===== config.mk =====
export PLATFORM = sky130hd
export DESIGN_NAME = count_preload_driver
export DESIGN_NICKNAME = d
export VERILOG_FILES = /design/src/rtl/count_bus_pkg.sv /design/src/rtl/preload_delay_cnt.sv /design/src/rtl/count_preload_driver.sv
export SDC_FILE = /design/constraint.sdc
export NUM_CORES = 1
export LEC_CHECK = 0
export ABC_CLOCK_PERIOD_IN_PS = 4100
export BUFFER_PORTS_ARGS = -buffer_cell sky130_fd_sc_hd__buf_4
export CORE_MARGIN = 5
export CORE_UTILIZATION = 52
export CTS_BUF_LIST = sky130_fd_sc_hd__clkbuf_8
export CTS_CLUSTER_DIAMETER = 120
export CTS_CLUSTER_SIZE = 12
export DETAILED_ROUTE_END_ITERATION = 8
export GPL_TIMING_DRIVEN = 0
export HOLD_SLACK_MARGIN = 0.08
export PLACE_DENSITY = 0.83
export SLEW_MARGIN = 20
export SYNTH_ARGS = -nofsm -noshare
export SYNTH_HDL_FRONTEND = slang
export SYNTH_SLANG_ARGS = --single-unit

===== constraint.sdc =====
create_clock -name clk -period 4.1 [get_ports clk]
set_input_delay 0.82 -clock clk [delete_from_list [all_inputs] [get_ports clk]]
set_output_delay 0.82 -clock clk [all_outputs]
set_load 0.01 [all_outputs]

===== src/rtl/count_bus_pkg.sv =====
// Shared types and constants for the counter's uio bus preload protocol.
// Used by both the preload driver and anything modelling the counter side.
package count_bus_pkg;

    localparam int         BUS_W       = 8;
    localparam logic [1:0] SEQ_RELEASE = 2'd1;
    localparam logic [1:0] SEQ_CAPTURE = 2'd2;

    typedef enum logic [2:0] {
        IDLE,
        PULSE,
        WAIT,
        DRIVE,
        READBACK,
        GAP
    } state_t;

    // One down-counter covers both the WAIT and GAP phases, so size it for the longer.
    function automatic int delay_cnt_w(input int a, input int b);
        int m;
        m = (a > b) ? a : b;
        return $clog2(m + 1);
    endfunction

endpackage


===== src/rtl/preload_delay_cnt.sv =====
// Loadable down-counter with a zero flag; it stops at zero until reloaded.
module preload_delay_cnt #(
    parameter int W = 2
) (
    input  logic         clk,
    input  logic         rst_n,
    input  logic         load,
    input  logic [W-1:0] load_val,
    output logic         zero
);

    logic [W-1:0] cnt_q;

    always_ff @(posedge clk or negedge rst_n) begin
        if (!rst_n) begin
            cnt_q <= '0;
        end else if (load) begin
            cnt_q <= load_val;
        end else if (cnt_q != '0) begin
            cnt_q <= cnt_q - 1'b1;
        end
    end

    assign zero = (cnt_q == '0);

endmodule


===== src/rtl/count_preload_driver.sv =====
// Peer-side driver that preloads the 8-bit counter over the shared uio bus.
// Optional readback of the loaded value is enabled by defining READBACK_CHECK_EN.
module count_preload_driver
    import count_bus_pkg::*;
#(
    parameter int LOAD_TO_CAP = 3,
    parameter int IDLE_GAP    = 1
) (
    input  logic             clk,
    input  logic             rst_n,
    input  logic             req_valid,
    output logic             req_ready,
    input  logic [BUS_W-1:0] req_data,
    output logic             load_o,
    input  logic [BUS_W-1:0] bus_in,
    output logic [BUS_W-1:0] bus_out,
    output logic [BUS_W-1:0] bus_oe,
    output logic             resp_valid,
    output logic             resp_ok,
    output logic [BUS_W-1:0] resp_data,
    output logic             busy
);

    localparam int               CNT_W     = delay_cnt_w(LOAD_TO_CAP, IDLE_GAP);
    localparam logic [CNT_W-1:0] WAIT_LOAD = CNT_W'(LOAD_TO_CAP - 2);
    localparam logic [CNT_W-1:0] GAP_LOAD  = CNT_W'(IDLE_GAP - 1);

    state_t             state_q;
    state_t             state_d;
    logic               accept;
    logic               cnt_load;
    logic [CNT_W-1:0]   cnt_val;
    logic               cnt_zero;
    logic               resp_fire;
    logic               rb_ok;
    logic [BUS_W-1:0]   rb_data;

    logic               ready_q;
    logic               load_q;
    logic               oe_q;
    logic               resp_valid_q;
    logic               resp_ok_q;
    logic [BUS_W-1:0]   resp_data_q;
    logic [BUS_W-1:0]   bus_out_q;

    assign accept = req_valid && ready_q && (state_q == IDLE);

    preload_delay_cnt #(
        .W(CNT_W)
    ) u_delay (
        .clk     (clk),
        .rst_n   (rst_n),
        .load    (cnt_load),
        .load_val(cnt_val),
        .zero    (cnt_zero)
    );

    always_ff @(posedge clk or negedge rst_n) begin
        if (!rst_n) begin
            state_q <= IDLE;
        end else begin
            state_q <= state_d;
        end
    end

    always_comb begin
        state_d   = state_q;
        cnt_load  = 1'b0;
        cnt_val   = WAIT_LOAD;
        resp_fire = 1'b0;
        case (state_q)
            IDLE: begin
                if (accept) state_d = PULSE;
            end
            PULSE: begin
                state_d  = WAIT;
                cnt_load = 1'b1;
                cnt_val  = WAIT_LOAD;
            end
            WAIT: begin
                if (cnt_zero) state_d = DRIVE;
            end
            DRIVE: begin
`ifdef READBACK_CHECK_EN
                state_d   = READBACK;
`else
                state_d   = GAP;
                cnt_load  = 1'b1;
                cnt_val   = GAP_LOAD;
                resp_fire = 1'b1;
`endif
            end
`ifdef READBACK_CHECK_EN
            READBACK: begin
                state_d   = GAP;
                cnt_load  = 1'b1;
                cnt_val   = GAP_LOAD;
                resp_fire = 1'b1;
            end
`endif
            GAP: begin
                if (cnt_zero) state_d = IDLE;
            end
            default: state_d = IDLE;
        endcase
    end

`ifdef READBACK_CHECK_EN
    // A floating bus (counter output disabled) is reported as a mismatch, never masked.
    assign rb_data = bus_in;
    assign rb_ok   = (bus_in == bus_out_q);
`else
    logic bus_in_unused;
    assign bus_in_unused = ^bus_in;
    assign rb_data       = bus_out_q;
    assign rb_ok         = 1'b1;
`endif

    always_ff @(posedge clk or negedge rst_n) begin
        if (!rst_n) begin
            ready_q      <= 1'b0;
            load_q       <= 1'b0;
            oe_q         <= 1'b0;
            resp_valid_q <= 1'b0;
            resp_ok_q    <= 1'b0;
            resp_data_q  <= '0;
            bus_out_q    <= '0;
        end else begin
            // Ready is registered so it stays low through reset and rises one cycle into IDLE.
            ready_q      <= (state_q == IDLE) && !accept;
            load_q       <= accept;
            oe_q         <= (state_d == DRIVE);
            resp_valid_q <= resp_fire;
            if (accept) begin
                bus_out_q <= req_data;
            end
            if (resp_fire) begin
                resp_ok_q   <= rb_ok;
                resp_data_q <= rb_data;
            end
        end
    end

    assign req_ready  = ready_q;
    assign load_o     = load_q;
    assign bus_out    = bus_out_q;
    assign bus_oe     = {BUS_W{oe_q}};
    assign resp_valid = resp_valid_q;
    assign resp_ok    = resp_ok_q;
    assign resp_data  = resp_data_q;
    assign busy       = (state_q != IDLE);

endmodule


==> results of run 1 <==
[how the worst max path moves through the flow]
stage,end,cells after the start
6_report,busy,2
5_1_grt,busy,2
4_1_cts,busy,2
3_5_place_dp,busy,2
3_3_place_gp,busy,2
2_1_floorplan,state_q[0],3
[sequential cells by signal (all words and copies together), names as in the netlist]
signal         flops
bus_out            8
resp_data          8
state_q            3
u_delay.cnt_q      2
load_o             1
oe_q               1
req_ready          1
resp_ok            1
resp_valid         1
[power groups by stage]
stage / Combinational, mW / Sequential, mW / Clock (mW)
floorplan: 0.301 / 0.495 / 0
global placement: 0.573 / 0.454 / 0
detailed placement: 0.585 / 0.465 / 0
CTS: 0.585 / 0.462 / 0.161
global route: 0.621 / 0.480 / 0.173
finish: 0.575 / 0.460 / 0.159
[worst register-to-register path, stage by stage (launching register included)]
cell,delay (ps)
dfrtp_1,440
or3_4,450
nor2_8,260
mux2_4,330
[logic make-up (layout without fill, tap and decap cells)]
| kind of cell | Yosys count | in the layout | synth area share |
|---|---|---|---|
| compound gates | 2 | 2 | 0.00920 |
| xor+xnor | 2 | 2 | 0.0161 |
| fa+ha+maj | 1 | 1 | 0.0115 |
| buf+inv | 11 | 54 | 0.0655 |
| flops | 26 | 26 | 0.598 |
| mux | 16 | 16 | 0.193 |
| simple gates | 15 | 15 | 0.107 |
[layer usage]
| metal | global-route usage | vias up | routed length, um |
|---|---|---|---|
| met1 | 0.151 | 329 | 760 |
| met3 | 0.0302 | 4 | 161 |
| met5 | 0 | - | 0 |
| met4 | 0.0729 | 0 | 38 |
| met2 | 0.226 | 26 | 973 |
| li1 | - | 319 | - |
[placed cells by master, fill, tap and decap left out, types with 2 or more instances in the layout]
cell type and n:
a21oi_1 2, buf_4 47, clkbuf_8 4, dfrtp_1 26
inv_1 2, mux2_2 8, mux2_4 8, nor2_1 5
xnor2_1 2
[layout make-up]
class,count,area share
sequential,26,0.443
multi-input combinational,36,0.249
timing repair buffer,39,0.199
buffer,8,0.0409
clock buffer,4,0.0374
tap,27,0.0230
inverter,3,0.00766
==> impl_results.md, run 1 <==
- Initial antenna violation count: 0
- Seq cells post-synth: 26
- Final min period: around 2100 ps
- RSZ-0062 raised after global routing: false
- Total GRT Usage: 0.132
- Max Clock Skew: approximately 4.1 ps
- Slowest CP cell: or3_4
- IO Count: 48
- Switching Share: 0.321
- Post-CTS Setup Inserts: 0
- Crit Path Max Fanout: 5
- Root Buffer Master: clkbuf_8
- Post-CTS sizing: 0
- Reg power frac: 0.385
- Routed len/inst: ~14 um
- Fmax: between 0.4 and 0.5 GHz
- Layout Cells excl Fill: 143
- Combinational Power Share: 0.482
- Area delta synth->final: 35.1%
- Synth cell count leaders: 26 x dfrtp_1, 8 x buf_4, 8 x mux2_2, 8 x mux2_4, 5 x nor2_1
- Tot Pwr: 1.19 mW
- Worst ir drop on vdd: 0.544 mV
- Largest area contributor in the netlist: dfrtp_1
- Worst-Margin Slew: around 360 ps
- Static Leakage: 0.767 nW
- Final worst-path cycle share: 0.520
- Reg-to-Reg End: bus_out[6]
- Endpoints failing setup: 0
- Vias in the first global route: a little under 700
- CTS buffer count: 3
- Final Util: 0.742
- PwrDens: about 810 nW/um^2
- Reg2Reg Launch Point: state_q[1]
- Final ANT Viol Nets: 0
- Post-synth ARST share: 1.00
- Fin nets: between 100 and 150
- Critical path launch point type: register
- Arrival @ worst endpoint: 1310 ps
- Status: finished, final reports clean
- N_diodes: 0
- Syn Area/Cell: about 15 um^2
- Internal Power: roughly 0.8 mW
- Hold Slack: about 450 ps
- Sequential fraction of the synthesis area: 0.598
- CP startpoint: state_q[1]
- GPL Wtd Cong: roughly 0.73
- Fillers: ~130
- Yosys cell types: 20
- Die area: roughly 3100 um^2
- Crit Path Class: register to output port
- Dpl cell area: 1420 um^2
- Post-synthesis net count: just over 90
- Worst-skew pair later-pin latency: ~260 ps
- Chip height: approximately 56 um
- Clock Path Buffers: 2
- Placed insts: between 100 and 150
- R2R Setup Slk: approximately 2500 ps
- Pre-CTS setup slack: around 2300 ps
- Core area: about 2000 um^2
- Hold buffers post-CTS: 0
- Buffers & Inverters on Critical Path: 1
- Post-DP HPWL: approximately 1500 um
- Vias per cell: 4.74
- Pin count of the biggest net entering global routing: 27
- Hold crit path type: input port to async pin
- Die Wd: roughly 56 um
- Cell Chain, Critical Path: or3_4 -> buf_4
- CP delay by family, top: simple AND/OR/NAND/NOR gates
- Grt total ovfl: 0
- Syn Inst Count: 73
- Proportion of layout cells with a drive suffix above 1: 0.638
- FF-to-FF path depth: 3
- Rows: 16
- H-tree Lvls: 1
- Design Area, Final: approximately 1500 um^2
- Input/output buffers: 39
- Post-route DRC: 0
- Final worst slack: 1970 ps
- CP required: around 3300 ps
- Initial Util: 0.549
- Fin. Hold Viols: 0
- CTS tree: done
- Maxcap violations: 0
- Vias: 678
- Ranking of synthesized cells by area: dfrtp_1 60%, mux2_4 11%, mux2_2 8.3%, buf_4 5.5%, nor2_8 1.8%
- DR iter-0 viols: 4
- Area of the multi-input gates: ~370 um^2
- Dominant synthesized flop cell: dfrtp_1
- Ys Warns: 0
- DR pass1 iterations: 3
- Post-Syn Area: ~1100 um^2
- Number of synthesized flops with an enable pin: 0
- Clk pwr share: 0.133
- Most common cell in the netlist: dfrtp_1
- Global-route wire length before repair: between 3000 and 4000 um
- Share of the synthesized area in the top cell type: 0.598
- Clk sink count: 26
- Seq. cell area: 651 um^2
- Slew Limit Fails: 0
- Clock transition at path regs: roughly 80 ps
- Wirelength, routed: 1930 um
- Setup TNS: 0 ps
- Crit-path max cell delay: 450 ps
- Crit end category: output port
- Rel. slew slack: 0.758
- Psw: ~0.38 mW
Note: power is estimated with default switching activity, not from simulation.
==> run 2, diff against run 1 <==
--- a/config.mk
+++ b/config.mk
@@ -5,17 +5,18 @@
 export SDC_FILE = /design/constraint.sdc
 export NUM_CORES = 1
 export LEC_CHECK = 0
-export ABC_CLOCK_PERIOD_IN_PS = 4100
+export ABC_AREA = 1
+export ABC_CLOCK_PERIOD_IN_PS = 1800
 export BUFFER_PORTS_ARGS = -buffer_cell sky130_fd_sc_hd__buf_4
 export CORE_MARGIN = 5
-export CORE_UTILIZATION = 52
+export CORE_UTILIZATION = 43
 export CTS_BUF_LIST = sky130_fd_sc_hd__clkbuf_8
 export CTS_CLUSTER_DIAMETER = 120
 export CTS_CLUSTER_SIZE = 12
 export DETAILED_ROUTE_END_ITERATION = 8
 export GPL_TIMING_DRIVEN = 0
 export HOLD_SLACK_MARGIN = 0.08
-export PLACE_DENSITY = 0.83
+export PLACE_DENSITY = 0.72
 export SLEW_MARGIN = 20
 export SYNTH_ARGS = -nofsm -noshare
 export SYNTH_HDL_FRONTEND = slang
==> constraint.sdc (replaced) <==
create_clock -name clk -period 1.8 [get_ports clk]
set_input_delay 0.36 -clock clk [delete_from_list [all_inputs] [get_ports clk]]
set_output_delay 0.36 -clock clk [all_outputs]
set_load 0.01 [all_outputs]
==> run 2 against run 1 <==
- critical path type unchanged
- core utilization down 13 points
- power up 120%
- count of clock-buffer cells in the layout down 1
- sequential power up 120%
- flip-flop and latch count unchanged
- setup slack worse by 1700 ps
- combinational power up 100%
- critical endpoint unchanged
- non-clock buffer count up 2
==> impl_results.md, run 2 <==
- Status: finished, final reports clean (unchanged)
- Seq. cell area: 651 um^2 (unchanged)
- Fin. Hold Viols: 0 (unchanged)
- Worst ir drop on vdd: 1.17 mV (was 0.544 mV)
- Combinational family with the most area after synthesis: simple AND/OR/NAND/NOR gates (was multiplexers)
- Worst-Margin Slew: 318 ps (was 358 ps)
- Hold crit path type: input port to register (was input port to async pin)
- Dominant synthesized flop cell: dfrtp_1 (unchanged)
- Xor and xnor area share after synthesis: 0 (was 0.0161)
- H-tree Lvls: 1 (unchanged)
- Area delta synth->final: 37.4% (was 35.1%)
- Clock transition at path regs: 90 ps (was 80 ps)
- Worst-skew pair later-pin latency: 270 ps (was 260 ps)
- Crit end category: output port (unchanged)
- Yosys cell types: 19 (was 20)
- DR iter-0 viols: 12 (was 4)
- Fmax: ~0.67 GHz
- PwrDens: 1750 nW/um^2 (was 812 nW/um^2)
- Most common cell in the netlist: nand2_1 (was dfrtp_1)
- Vias: 877 (was 678)
- Fillers: 217 (was 125)
- Ranking of synthesized cells by area: dfrtp_1 59%, nand2_1 19%, buf_4 5.5%, inv_1 3.1%, nor2_4 2.0% (was dfrtp_1 60%, mux2_4 11%, mux2_2 8.3%, buf_4 5.5%, nor2_8 1.8%)
- Final Util: 0.616 (was 0.742)
- N_diodes: 0 (unchanged)
- Number of synthesized flops with an enable pin: 0 (unchanged)
- Arrival @ worst endpoint: 1130 ps (was 1310 ps)
- Vias in the first global route: 849 (was 695)
- Crit Path Max Fanout: 4 (was 5)
- Rows: 18 (was 16)
- Grt total ovfl: 0 (unchanged)
- Routed len/inst: 11.9 um (was 13.5 um)
- CTS tree: done (unchanged)
- Clock Path Buffers: 2 (unchanged)
- Critical path launch point type: register (unchanged)
- Ys Warns: 0 (unchanged)
- Core area: 2450 um^2 (was 1980 um^2)
- Static Leakage: 0.872 nW (was 0.767 nW)
- Post-DP HPWL: 1720 um (was 1490 um)
- Chip height: 60.6 um (was 55.8 um)
- Die area: 3670 um^2 (was 3110 um^2)
- Rel. slew slack: 0.788 (was 0.758)
- Psw: 0.946 mW (was 0.383 mW)
- Post-synthesis net count: 138 (was 93)
- Clk sink count: 26 (unchanged)
- Pin count of the biggest net entering global routing: 27 (unchanged)
- Final worst-path cycle share: 0.826
- Most frequent cells in the layout: 55 x nand2_1, 47 x buf_4, 26 x dfrtp_1 (was 47 x buf_4, 26 x dfrtp_1, 8 x mux2_2, 8 x mux2_4, 5 x nor2_1)
- Simple-gate share of the synthesized area: 0.273 (was 0.107)
- Initial Util: 0.448 (was 0.549)
- Area of the multi-input gates: 328 um^2 (was 367 um^2)
- Post-route DRC: 0 (unchanged)
- Final ANT Viol Nets: 0 (unchanged)
- Internal Power: 1.70 mW (was 0.811 mW)
- Setup TNS: 0 ps (unchanged)
- Syn Inst Count: 118 (was 73)
- IO Count: 48 (unchanged)
- CP required: 1440 ps (was 3280 ps)
- Proportion of layout cells with a drive suffix above 1: 0.389 (was 0.638)
- Post-synthesis mux area share: 0 (was 0.193)
- Maxcap violations: 0 (unchanged)
- Largest area contributor in the netlist: dfrtp_1 (unchanged)
- Hold Slack: 274 ps (was 448 ps)
- Compound-Gate Fraction of Synth Area: 0.0137 (was 0.00920)
- RSZ-0062 raised after global routing: false (unchanged)
- Clk pwr share: 0.182 (was 0.133)
- Slew Limit Fails: 0 (unchanged)
- Switching Share: 0.358 (was 0.321)
- Max Clock Skew: 2.14 ps (was 4.15 ps)
- Syn Area/Cell: 9.32 um^2 (was 14.9 um^2)
- Post-synth ARST share: 1.00 (unchanged)
- Sequential fraction of the synthesis area: 0.592 (was 0.598)
- Initial antenna violation count: 0 (unchanged)
- GPL Wtd Cong: 0.816 (was 0.729)
- DR pass1 iterations: 4 (was 3)
- Total GRT Usage: 0.137 (was 0.132)
- Fin nets: 183 (was 137)
- Post-Syn Area: 1100 um^2 (was 1090 um^2)
- Wirelength, routed: 2280 um (was 1930 um)
- Vias per cell: 4.57 (was 4.74)
- Crit Path Class: register to output port (unchanged)
- Most common cell after layout, fill and taps aside: nand2_1 (was buf_4)
- Root Buffer Master: clkbuf_8 (unchanged)
- Reg power frac: 0.381 (was 0.385)
- Adder-Cell Fraction of Synth Area: 0.0114 (was 0.0115)
- Seq cells post-synth: 26 (unchanged)
- Die Wd: 60.6 um (was 55.8 um)
- CTS buffer count: 3 (unchanged)
- Share of the synthesized area in the top cell type: 0.592 (was 0.598)
- Combinational Power Share: 0.437 (was 0.482)
- Input/output buffers: 39 (unchanged)
- Endpoints failing setup: 0 (unchanged)
- Synth cell count leaders: 55 x nand2_1, 26 x dfrtp_1, 9 x inv_1, 8 x buf_4 (was 26 x dfrtp_1, 8 x buf_4, 8 x mux2_2, 8 x mux2_4, 5 x nor2_1)
- Final min period: approximately 1500 ps
- Global-route wire length before repair: 3660 um (was 3190 um)
## run 2: worst paths after layout
check / cells past startpoint / from / slack, ps / to
worst max-delay path: 3 / state_q[1] / 310 / busy
worst max register to register: 7 / u_delay.cnt_q[0] / 660 / state_q[0]
worst min register to register: 1 / state_q[2] / 470 / state_q[1]
min in group asynchronous: 2 / rst_n / 510 / req_ready
max in group asynchronous: 2 / rst_n / 1050 / resp_data[4]
worst min-delay path: 3 / req_data[4] / 270 / bus_out[4]
## run 2: area by class of cell
| class | count | area share |
|---|---|---|
| sequential | 26 | 0.430 |
| tap | 30 | 0.0248 |
| timing repair buffer | 40 | 0.200 |
| clock buffer | 3 | 0.0273 |
| clock inverter | 1 | 0.0199 |
| buffer | 9 | 0.0472 |
| multi-input combinational | 71 | 0.217 |
| inverter | 12 | 0.0331 |
## run 2: power groups by stage
stage	logic, mW	clock network, mW	registers [mW]
after floorplan	0.551	0	1.08
after global placement	1.13	0	1.00
after detailed placement	1.17	0	1.02
after CTS	1.18	0.494	1.01
after global routing	1.29	0.512	1.04
final	1.16	0.481	1.01
## run 2: cells by family after synthesis
group,after synthesis
DFF,26
AOI/OAI and AO/OA,3
adders and majority gates,1
buffers and inverters,21
and+or+nand+nor,67
## run 2: timing repair
action,CTS,global route
endpoints found under the hold margin,26,0
resized for setup,0,0
buffers inserted,0,0
hold buffers,1,0
## run 2: per-layer routing
layer  up-vias  part of all wire  track usage
li1        434                 -            -
met1       415              0.38        0.152
met2        23              0.54        0.246
met3         5             0.053       0.0191
met4         0             0.026       0.0836
met5         -                 0            0
## run 2: critical path, cell delays in order (launching register included)
cell and delay [ps]:
dfrtp_1 420, nor2_2 180, nand2_1 100, buf_4 150
## run 2: stage by stage
step / worst slack, ps / power [mW] / cell area, um^2 / std cells
floorplan: 766 / 1.63 / 1100 / 118
global placement: 624 / 2.14 / 1430 / 187
detailed placement: 606 / 2.19 / 1430 / 187
CTS: 296 / 2.68 / 1510 / 192
global route: 243 / 2.84 / 1510 / 192
finish: 314 / 2.64 / 1510 / 192
